**config.mk**
```make
export PLATFORM = sky130hd
export DESIGN_NAME = maximum_stream_reducer
export DESIGN_NICKNAME = d
export VERILOG_FILES = /design/src/rtl/maximum_stream_reducer.sv
export SDC_FILE = /design/constraint.sdc
export NUM_CORES = 1
export LEC_CHECK = 0
export ABC_AREA = 1
export CORE_MARGIN = 2
export CORE_UTILIZATION = 50
export DETAILED_ROUTE_END_ITERATION = 8
export GPL_TIMING_DRIVEN = 0
export PLACE_DENSITY = 0.78
export SLEW_MARGIN = 30
export SYNTH_ARGS = -nofsm -noshare
export SYNTH_HDL_FRONTEND = slang
export SYNTH_SLANG_ARGS = --single-unit
```
**constraint.sdc**
```tcl
create_clock -name clk -period 4.45 [get_ports clk]
set_clock_uncertainty 0.1 [all_clocks]
set_input_delay 0.89 -clock clk [delete_from_list [all_inputs] [get_ports clk]]
set_output_delay 0.89 -clock clk [all_outputs]
set_load 0.02 [all_outputs]
```
**src/rtl/maximum_stream_reducer.sv**
```systemverilog
// Streaming max/min reducer: scans one frame of signed beats and holds the
// extreme active value, its beat index and an overflow flag until the consumer takes it.
module maximum_stream_reducer #(
    parameter int NUMBER_SIZE = 4,
    parameter int INDEX_SIZE  = 8
) (
    input  logic                          clk,
    input  logic                          reset_n,
    input  logic                          in_valid,
    output logic                          in_ready,
    input  logic signed [NUMBER_SIZE-1:0] in_number,
    input  logic                          in_activation,
    input  logic                          in_last,
    input  logic                          find_min,
    output logic                          out_valid,
    input  logic                          out_ready,
    output logic signed [NUMBER_SIZE-1:0] maximum,
    output logic                          maximum_activation,
    output logic [INDEX_SIZE-1:0]         maximum_index,
    output logic                          overflow
);

    typedef enum logic [1:0] {
        IDLE  = 2'd0,
        ACCUM = 2'd1,
        HOLD  = 2'd2
    } state_t;

    localparam logic [INDEX_SIZE-1:0]  IDX_MAX  = {INDEX_SIZE{1'b1}};
    localparam logic [INDEX_SIZE-1:0]  IDX_ZERO = {INDEX_SIZE{1'b0}};
    localparam logic [INDEX_SIZE-1:0]  IDX_ONE  = {{(INDEX_SIZE-1){1'b0}}, 1'b1};
    localparam logic [NUMBER_SIZE-1:0] NUM_ZERO = {NUMBER_SIZE{1'b0}};

    state_t                          state_q, state_d;
    logic [INDEX_SIZE-1:0]           count_q, count_d;
    logic signed [NUMBER_SIZE-1:0]   best_q, best_d;
    logic [INDEX_SIZE-1:0]           best_idx_q, best_idx_d;
    logic                            active_q, active_d;
    logic                            mode_q, mode_d;
    logic                            overflow_q, overflow_d;
    logic                            out_valid_q, out_valid_d;

    logic                            accept_s;
    logic                            mode_s;
    logic                            better_s;
    logic                            take_s;

    // Beat qualification: mode comes straight from the input on the first beat only.
    always_comb begin
        accept_s = in_valid & ~out_valid_q;
        if (state_q == IDLE) begin
            mode_s = find_min;
        end else begin
            mode_s = mode_q;
        end
        if (mode_s) begin
            better_s = (in_number < best_q);
        end else begin
            better_s = (in_number > best_q);
        end
        // Strict comparison keeps the earliest index on ties.
        take_s = in_activation & (~active_q | better_s);
    end

    // Next-state and running-result update.
    always_comb begin
        state_d     = state_q;
        count_d     = count_q;
        best_d      = best_q;
        best_idx_d  = best_idx_q;
        active_d    = active_q;
        mode_d      = mode_q;
        overflow_d  = overflow_q;
        case (state_q)
            IDLE, ACCUM: begin
                if (accept_s) begin
                    mode_d = mode_s;
                    // Counter saturates so post-overflow beats report the top index.
                    if (count_q == IDX_MAX) begin
                        count_d = IDX_MAX;
                    end else begin
                        count_d = count_q + IDX_ONE;
                    end
                    if (take_s) begin
                        best_d     = in_number;
                        best_idx_d = count_q;
                        active_d   = 1'b1;
                    end else begin
                        best_d     = best_q;
                        best_idx_d = best_idx_q;
                        active_d   = active_q;
                    end
                    if ((count_q == IDX_MAX) && !in_last) begin
                        overflow_d = 1'b1;
                    end else begin
                        overflow_d = overflow_q;
                    end
                    if (in_last) begin
                        state_d = HOLD;
                    end else begin
                        state_d = ACCUM;
                    end
                end else begin
                    state_d = state_q;
                end
            end
            HOLD: begin
                if (out_ready) begin
                    state_d    = IDLE;
                    count_d    = IDX_ZERO;
                    best_d     = NUM_ZERO;
                    best_idx_d = IDX_ZERO;
                    active_d   = 1'b0;
                    mode_d     = 1'b0;
                    overflow_d = 1'b0;
                end else begin
                    state_d = HOLD;
                end
            end
            default: begin
                state_d    = IDLE;
                count_d    = IDX_ZERO;
                best_d     = NUM_ZERO;
                best_idx_d = IDX_ZERO;
                active_d   = 1'b0;
                mode_d     = 1'b0;
                overflow_d = 1'b0;
            end
        endcase
        out_valid_d = (state_d == HOLD);
    end

    // State registers; reset discards any partial or held frame.
    always_ff @(posedge clk or negedge reset_n) begin
        if (!reset_n) begin
            state_q     <= IDLE;
            count_q     <= IDX_ZERO;
            best_q      <= NUM_ZERO;
            best_idx_q  <= IDX_ZERO;
            active_q    <= 1'b0;
            mode_q      <= 1'b0;
            overflow_q  <= 1'b0;
            out_valid_q <= 1'b0;
        end else begin
            state_q     <= state_d;
            count_q     <= count_d;
            best_q      <= best_d;
            best_idx_q  <= best_idx_d;
            active_q    <= active_d;
            mode_q      <= mode_d;
            overflow_q  <= overflow_d;
            out_valid_q <= out_valid_d;
        end
    end

    assign in_ready           = ~out_valid_q;
    assign out_valid          = out_valid_q;
    assign maximum            = best_q;
    assign maximum_activation = active_q;
    assign maximum_index      = best_idx_q;
    assign overflow           = overflow_q;

endmodule

```
# [Word-level counts from Yosys, hierarchy flattened]
# Cells that the tools add are included.
# Widths: inputs -> output; s select.
[classes] add_sub_neg=1 n_div=0 n_reduce_logical=7 muxes=26 n_mul=0 eq_ne=8 n_shift=0 order_cmp=2 n_bitwise=5
[op_table] cell="$mux 8" count=5
[op_table] cell="$pmux 8 s2" count=2
[op_table] cell="$mux 4" count=3
[op_table] cell="$add 8x1->8 const B" count=1
[op_table] cell="$eq 8x8->1 const B" count=1
[op_table] cell="$mux 1" count=8
[op_table] cell="$ne 2x2->1 const B" count=4
[op_table] cell="$pmux 4 s2" count=1
[op_table] cell="$mux 2" count=3
[op_table] cell="$pmux 1 s2" count=3
[op_table] cell="$reduce_and 3->1" count=2
[op_table] cell="$eq 2x2->1 const B" count=2
[op_table] cell="$gt 4x4->1" count=1
[op_table] cell="$lt 4x4->1" count=1
[op_table] cell="$pmux 2 s2" count=1
[op_table] cell="$and 1x1->1" count=2
[op_table] cell="$eq 2x1->1 const B" count=1
[op_table] cell="$logic_not 2->1" count=1
[op_table] cell="$not 1->1" count=2
[op_table] cell="$reduce_and 2->1" count=1
[op_table] cell="$reduce_or 2->1" count=1
[op_table] cell="$logic_and 1x1->1" count=1
[op_table] cell="$logic_not 1->1" count=1
[op_table] cell="$or 1x1->1" count=1
[totals] regBits=26 out_inout_bits=16 mem_bits_rw=0 latchBits=0 mem_count=0 word_cells=57 romBits=0

# [Logic depth before layout (Yosys ltp)]
[logic_depth] word_depth=8 ltp_mapped=14

# [Worst setup path before layout]
# No wires, ideal clock.
[synth_timing] path_type="input -> register" startpoint="input port in_number[3]" endpoint="register active_q (netlist: maximum_activation)" arrival_ns=1.921 path_stages=11 path_slack_ns=2.311 n_path_buf=1 path_cell_list="ha_1 inv_1 nor3_1 nand2_1 nand2_1 nand2_1 nand3_2 nand2_2 buf_6 nand3_1 nand2_1"
[synth_between] elab_chain_len=6 word_cells_on_any_way=7
[synth_rtl] item="start: declaration" line="11" rtl="input logic signed [NUMBER_SIZE-1:0] in_number,"
[synth_rtl] item="$gt 4x4->1 or $lt 4x4->1 (tied branches)" line="59, 57"
[synth_rtl] item="$mux 1 (*)" line="56" rtl="if (mode_s) begin"
[synth_rtl] item="$or 1x1->1 (*)" line="62" rtl="take_s = in_activation & (~active_q | better_s);"
[synth_rtl] item="$and 1x1->1 (*)" line="62"
[synth_rtl] item="$ne 2x2->1 (no source line) (*)"
[synth_rtl] item="$reduce_and 3->1 (no source line) (*)"
[synth_rtl] item="end signal: assignment" line="149" rtl="active_q <= active_d;"
[synth_rtl] item="end: declaration" line="38" rtl="logic active_q, active_d;"
# Mark *: on every way between the ends. The rest lies on a longest branch, timed or not.
# A chain may end at the register's enable or synchronous reset.

# [Final worst setup path]
[layout_timing] startpoint="input port in_number[3]" endpoint="register best_q[3] (netlist: maximum[3])"
[layout_between] elab_chain_len=6 word_cells_on_any_way=10
[layout_rtl] item="$gt 4x4->1 or $lt 4x4->1 (tied branches)" line="59, 57"
[layout_rtl] item="$mux 1" line="56"
[layout_rtl] item="$or 1x1->1" line="62"
[layout_rtl] item="$and 1x1->1" line="62"
[layout_rtl] item="$ne 2x2->1 (no source line)"
[layout_rtl] item="$reduce_and 3->1 (no source line)"
[layout_rtl] item="end signal: assignment" line="147" rtl="best_q <= best_d;"
[layout_rtl] item="end: declaration" line="36" rtl="logic signed [NUMBER_SIZE-1:0] best_q, best_d;"
# Parallel ways exist; a longest one is shown, timed or not. The select of a mux whose other input is x is not followed.

==> impl_metrics.env <==
export IMPL_yosysUniqueCellTypes=21
export IMPL_die_w_um=56.5
export IMPL_cp_start_kind="primary input"
export IMPL_die_area_um2=3200
export IMPL_gp_congestion=0.827
export IMPL_max_freq_mhz=414
export IMPL_remaining_drc_errors=0
export IMPL_drtPass1Iterations=4
export IMPL_path_cells="clkdlybuf4s50_1 -> ha_1 -> inv_1 -> nor3_1 -> nand2_1 -> nand2_1 -> nand2_1 -> nand3_2 -> nand2_2 -> buf_6 -> nand3_1 -> nand2_1"
export IMPL_postCtsSetupRepairBufs=0
export IMPL_fin_tns_setup_ns=0
export IMPL_grt_usage_pct=20.9
export IMPL_min_period_ns=2.42
export IMPL_cts_num_sinks=26
export IMPL_status="finished, final reports clean"
export IMPL_netlist_instances=173
export IMPL_antenna_found_initial=0
export IMPL_peakVddDrop_mv=0.349
export IMPL_cts_repair_resize_count=0
export IMPL_cp_end_kind="register"
export IMPL_cts_root_buf="clkbuf_4"
export IMPL_ys_ff_latch=26
export IMPL_slew_headroom_pct=60.4
export IMPL_cts_clk_slew_worst_paths_ns=0.13
export IMPL_final_cell_count_no_fill=233
export IMPL_path_common_cell="nand2_1"
export IMPL_area_growth_pct=22.9
export IMPL_grt_pass1_vias=1241
export IMPL_crit_family="simple AND/OR/NAND/NOR gates"
export IMPL_fin_nets=220
export IMPL_cts_tree="done"
export IMPL_wirelength_um=3110
export IMPL_port_buffers=26
export IMPL_slew_viol_final=0
export IMPL_start_util_pct=51.4
export IMPL_power_leakage_nw=0.882
export IMPL_period_share_pct=54.3
export IMPL_diodes=0
export IMPL_grt_overflow=0
export IMPL_ioPinCount=27
export IMPL_cts_hold_buffers=0
export IMPL_final_cell_mix="46 x nand2_1, 26 x dfrtp_1, 25 x clkdlybuf4s50_1, 23 x inv_1, 18 x nand3_1"
export IMPL_tightest_slew_ns=0.595
export IMPL_rsz0062_at_grt="no"
export IMPL_synth_warnings=0
export IMPL_ys_seq_area_share_pct=47.1
export IMPL_syn_nets=189
export IMPL_regArea_um2=651
export IMPL_core_um2=2690
export IMPL_grt_pass1_wl_um=5320
export IMPL_final_hold_viol_count=0
export IMPL_grt_use_met3_pct=2.53
export IMPL_cap_violations=0
export IMPL_crit_slowest_cell="clkdlybuf4s50_1"
export IMPL_grt_max_degree=27
export IMPL_cts_buffer_depth=2
export IMPL_wl_per_cell_um=13.4
export IMPL_clkLatencyLatePin_ns=0.32
export IMPL_layout_drive_gt1_share_pct=7.43
export IMPL_synth_area_per_cell_um2=7.98
export IMPL_cpPeakStageDelay_ns=0.43
export IMPL_dp_hpwl_um=2380
export IMPL_synthesis_area_um2=1380
export IMPL_r2r_setup_slack_ns=2.61
export IMPL_row_count=19
export IMPL_min_path_type="reg -> reg"
export IMPL_worstSetupPathType="in -> reg"
export IMPL_setup_violations=0
export IMPL_numCtsBuffers=3
export IMPL_drt_initial_drc_count=49
export IMPL_dp_cells=230
export IMPL_cts_max_level=1
export IMPL_cp_required_ns=4.56
export IMPL_use_met1_pct=25.7
export IMPL_power_density_nw_per_um2=466
export IMPL_met2_usage_pct=36.9
export IMPL_multi_input_area_um2=604
export IMPL_fin_hold_ws_ns=0.412
export IMPL_busiest_layer="met2"
export IMPL_arrival_ns=2.53
export IMPL_crit_buf_inv=3
export IMPL_cp_max_fo=10
export IMPL_ant_nets=0
export IMPL_mostFrequentLayoutCell="nand2_1"
export IMPL_fillerInstances=232
export IMPL_die_height_um=56.5
export IMPL_vias=1316
export IMPL_routed_via_density=5.65
through the flow:
step	area [µm²]	power, mW	utilization (%)	setup WS (ns)
after floorplan	1380	0.560	-	2.31
after global placement	1680	0.680	62.5	1.76
after detailed placement	1670	0.697	62.3	1.69
after CTS	1700	0.795	63.2	2.04
after global routing	1700	0.855	63.2	1.91
final	1700	0.791	63.2	2.03
sequential cells by signal (all words and copies together) (netlist names):
name and count:
count_q 8, out_valid 1, mode_q 1, maximum_activation 1, state_q 2, maximum_index 8, overflow 1, maximum 4
per-layer routing:
metal / vias to the layer above / share of wire (%)
met1: 639 / 44
met2: 40 / 50
met5: - / 0
met4: 0 / 1.3
met3: 6 / 4.4
li1: 631 / -
worst min-delay path, delay by kind of cell (launching register included):
family / cells / cell delay (ns)
flops: 1 / 0.36
simple gates: 2 / 0.12
area by class of cell:
| type | count | share of cell area [%] |
|---|---|---|
| Tap cell | 31 | 2.29 |
| Timing Repair Buffer | 26 | 15.0 |
| Multi-Input combinational cell | 118 | 35.6 |
| Buffer | 5 | 2.06 |
| Inverter | 24 | 5.31 |
| Sequential cell | 26 | 38.3 |
| Clock buffer | 3 | 1.33 |
kinds of logic after synthesis:
| logic type | share of synthesized area (%) |
|---|---|
| AO/OA/AOI/OAI | 7.16 |
| adder cells (fa/ha/maj) | 4.53 |
| buffers and inverters | 9.06 |
| flip-flops | 47.1 |
| AND/OR/NAND/NOR | 32.1 |
worst paths after layout:
path	startpoint	cells after the start	to
setup / recovery	in_number[3]	12	maximum[3]
hold / removal	maximum_index[5]	2	maximum_index[5]
setup reg to reg	maximum[3]	12	maximum[3]
hold reg to reg	maximum_index[5]	2	maximum_index[5]
max in group asynchronous	reset_n	1	state_q[1]
min in group asynchronous	reset_n	1	maximum_index[4]
Yosys cell counts:
| master | n | share of area, % |
|---|---|---|
| nand4_1 | 13 | 5.9 |
| ha_1 | 5 | 4.5 |
| nand3_2 | 2 | 1.5 |
| buf_6 | 1 | 0.82 |
| a22o_1 | 2 | 1.3 |
| nor2_1 | 9 | 2.4 |
| nor3_1 | 4 | 1.5 |
| dfrtp_1 | 26 | 47 |
| nand2_2 | 3 | 1.4 |
| buf_4 | 2 | 1.1 |
| o21ai_0 | 12 | 4.4 |
| inv_2 | 1 | 0.27 |
| o21a_1 | 1 | 0.54 |
| buf_2 | 1 | 0.36 |
| nor2_2 | 1 | 0.45 |
| nand3_1 | 18 | 6.5 |
| inv_1 | 23 | 6.3 |
| a211oi_1 | 1 | 0.54 |
| clkbuf_1 | 1 | 0.27 |
| nand2_1 | 46 | 13 |
| o22ai_1 | 1 | 0.45 |
where the power goes:
group	internal, mW	switching (mW)	total [mW]
logic	0.147	0.205	0.352
clock network	0.0317	0.0679	0.0995
registers	0.293	0.0474	0.340
No activity file was read; power rests on OpenSTA's default activity.
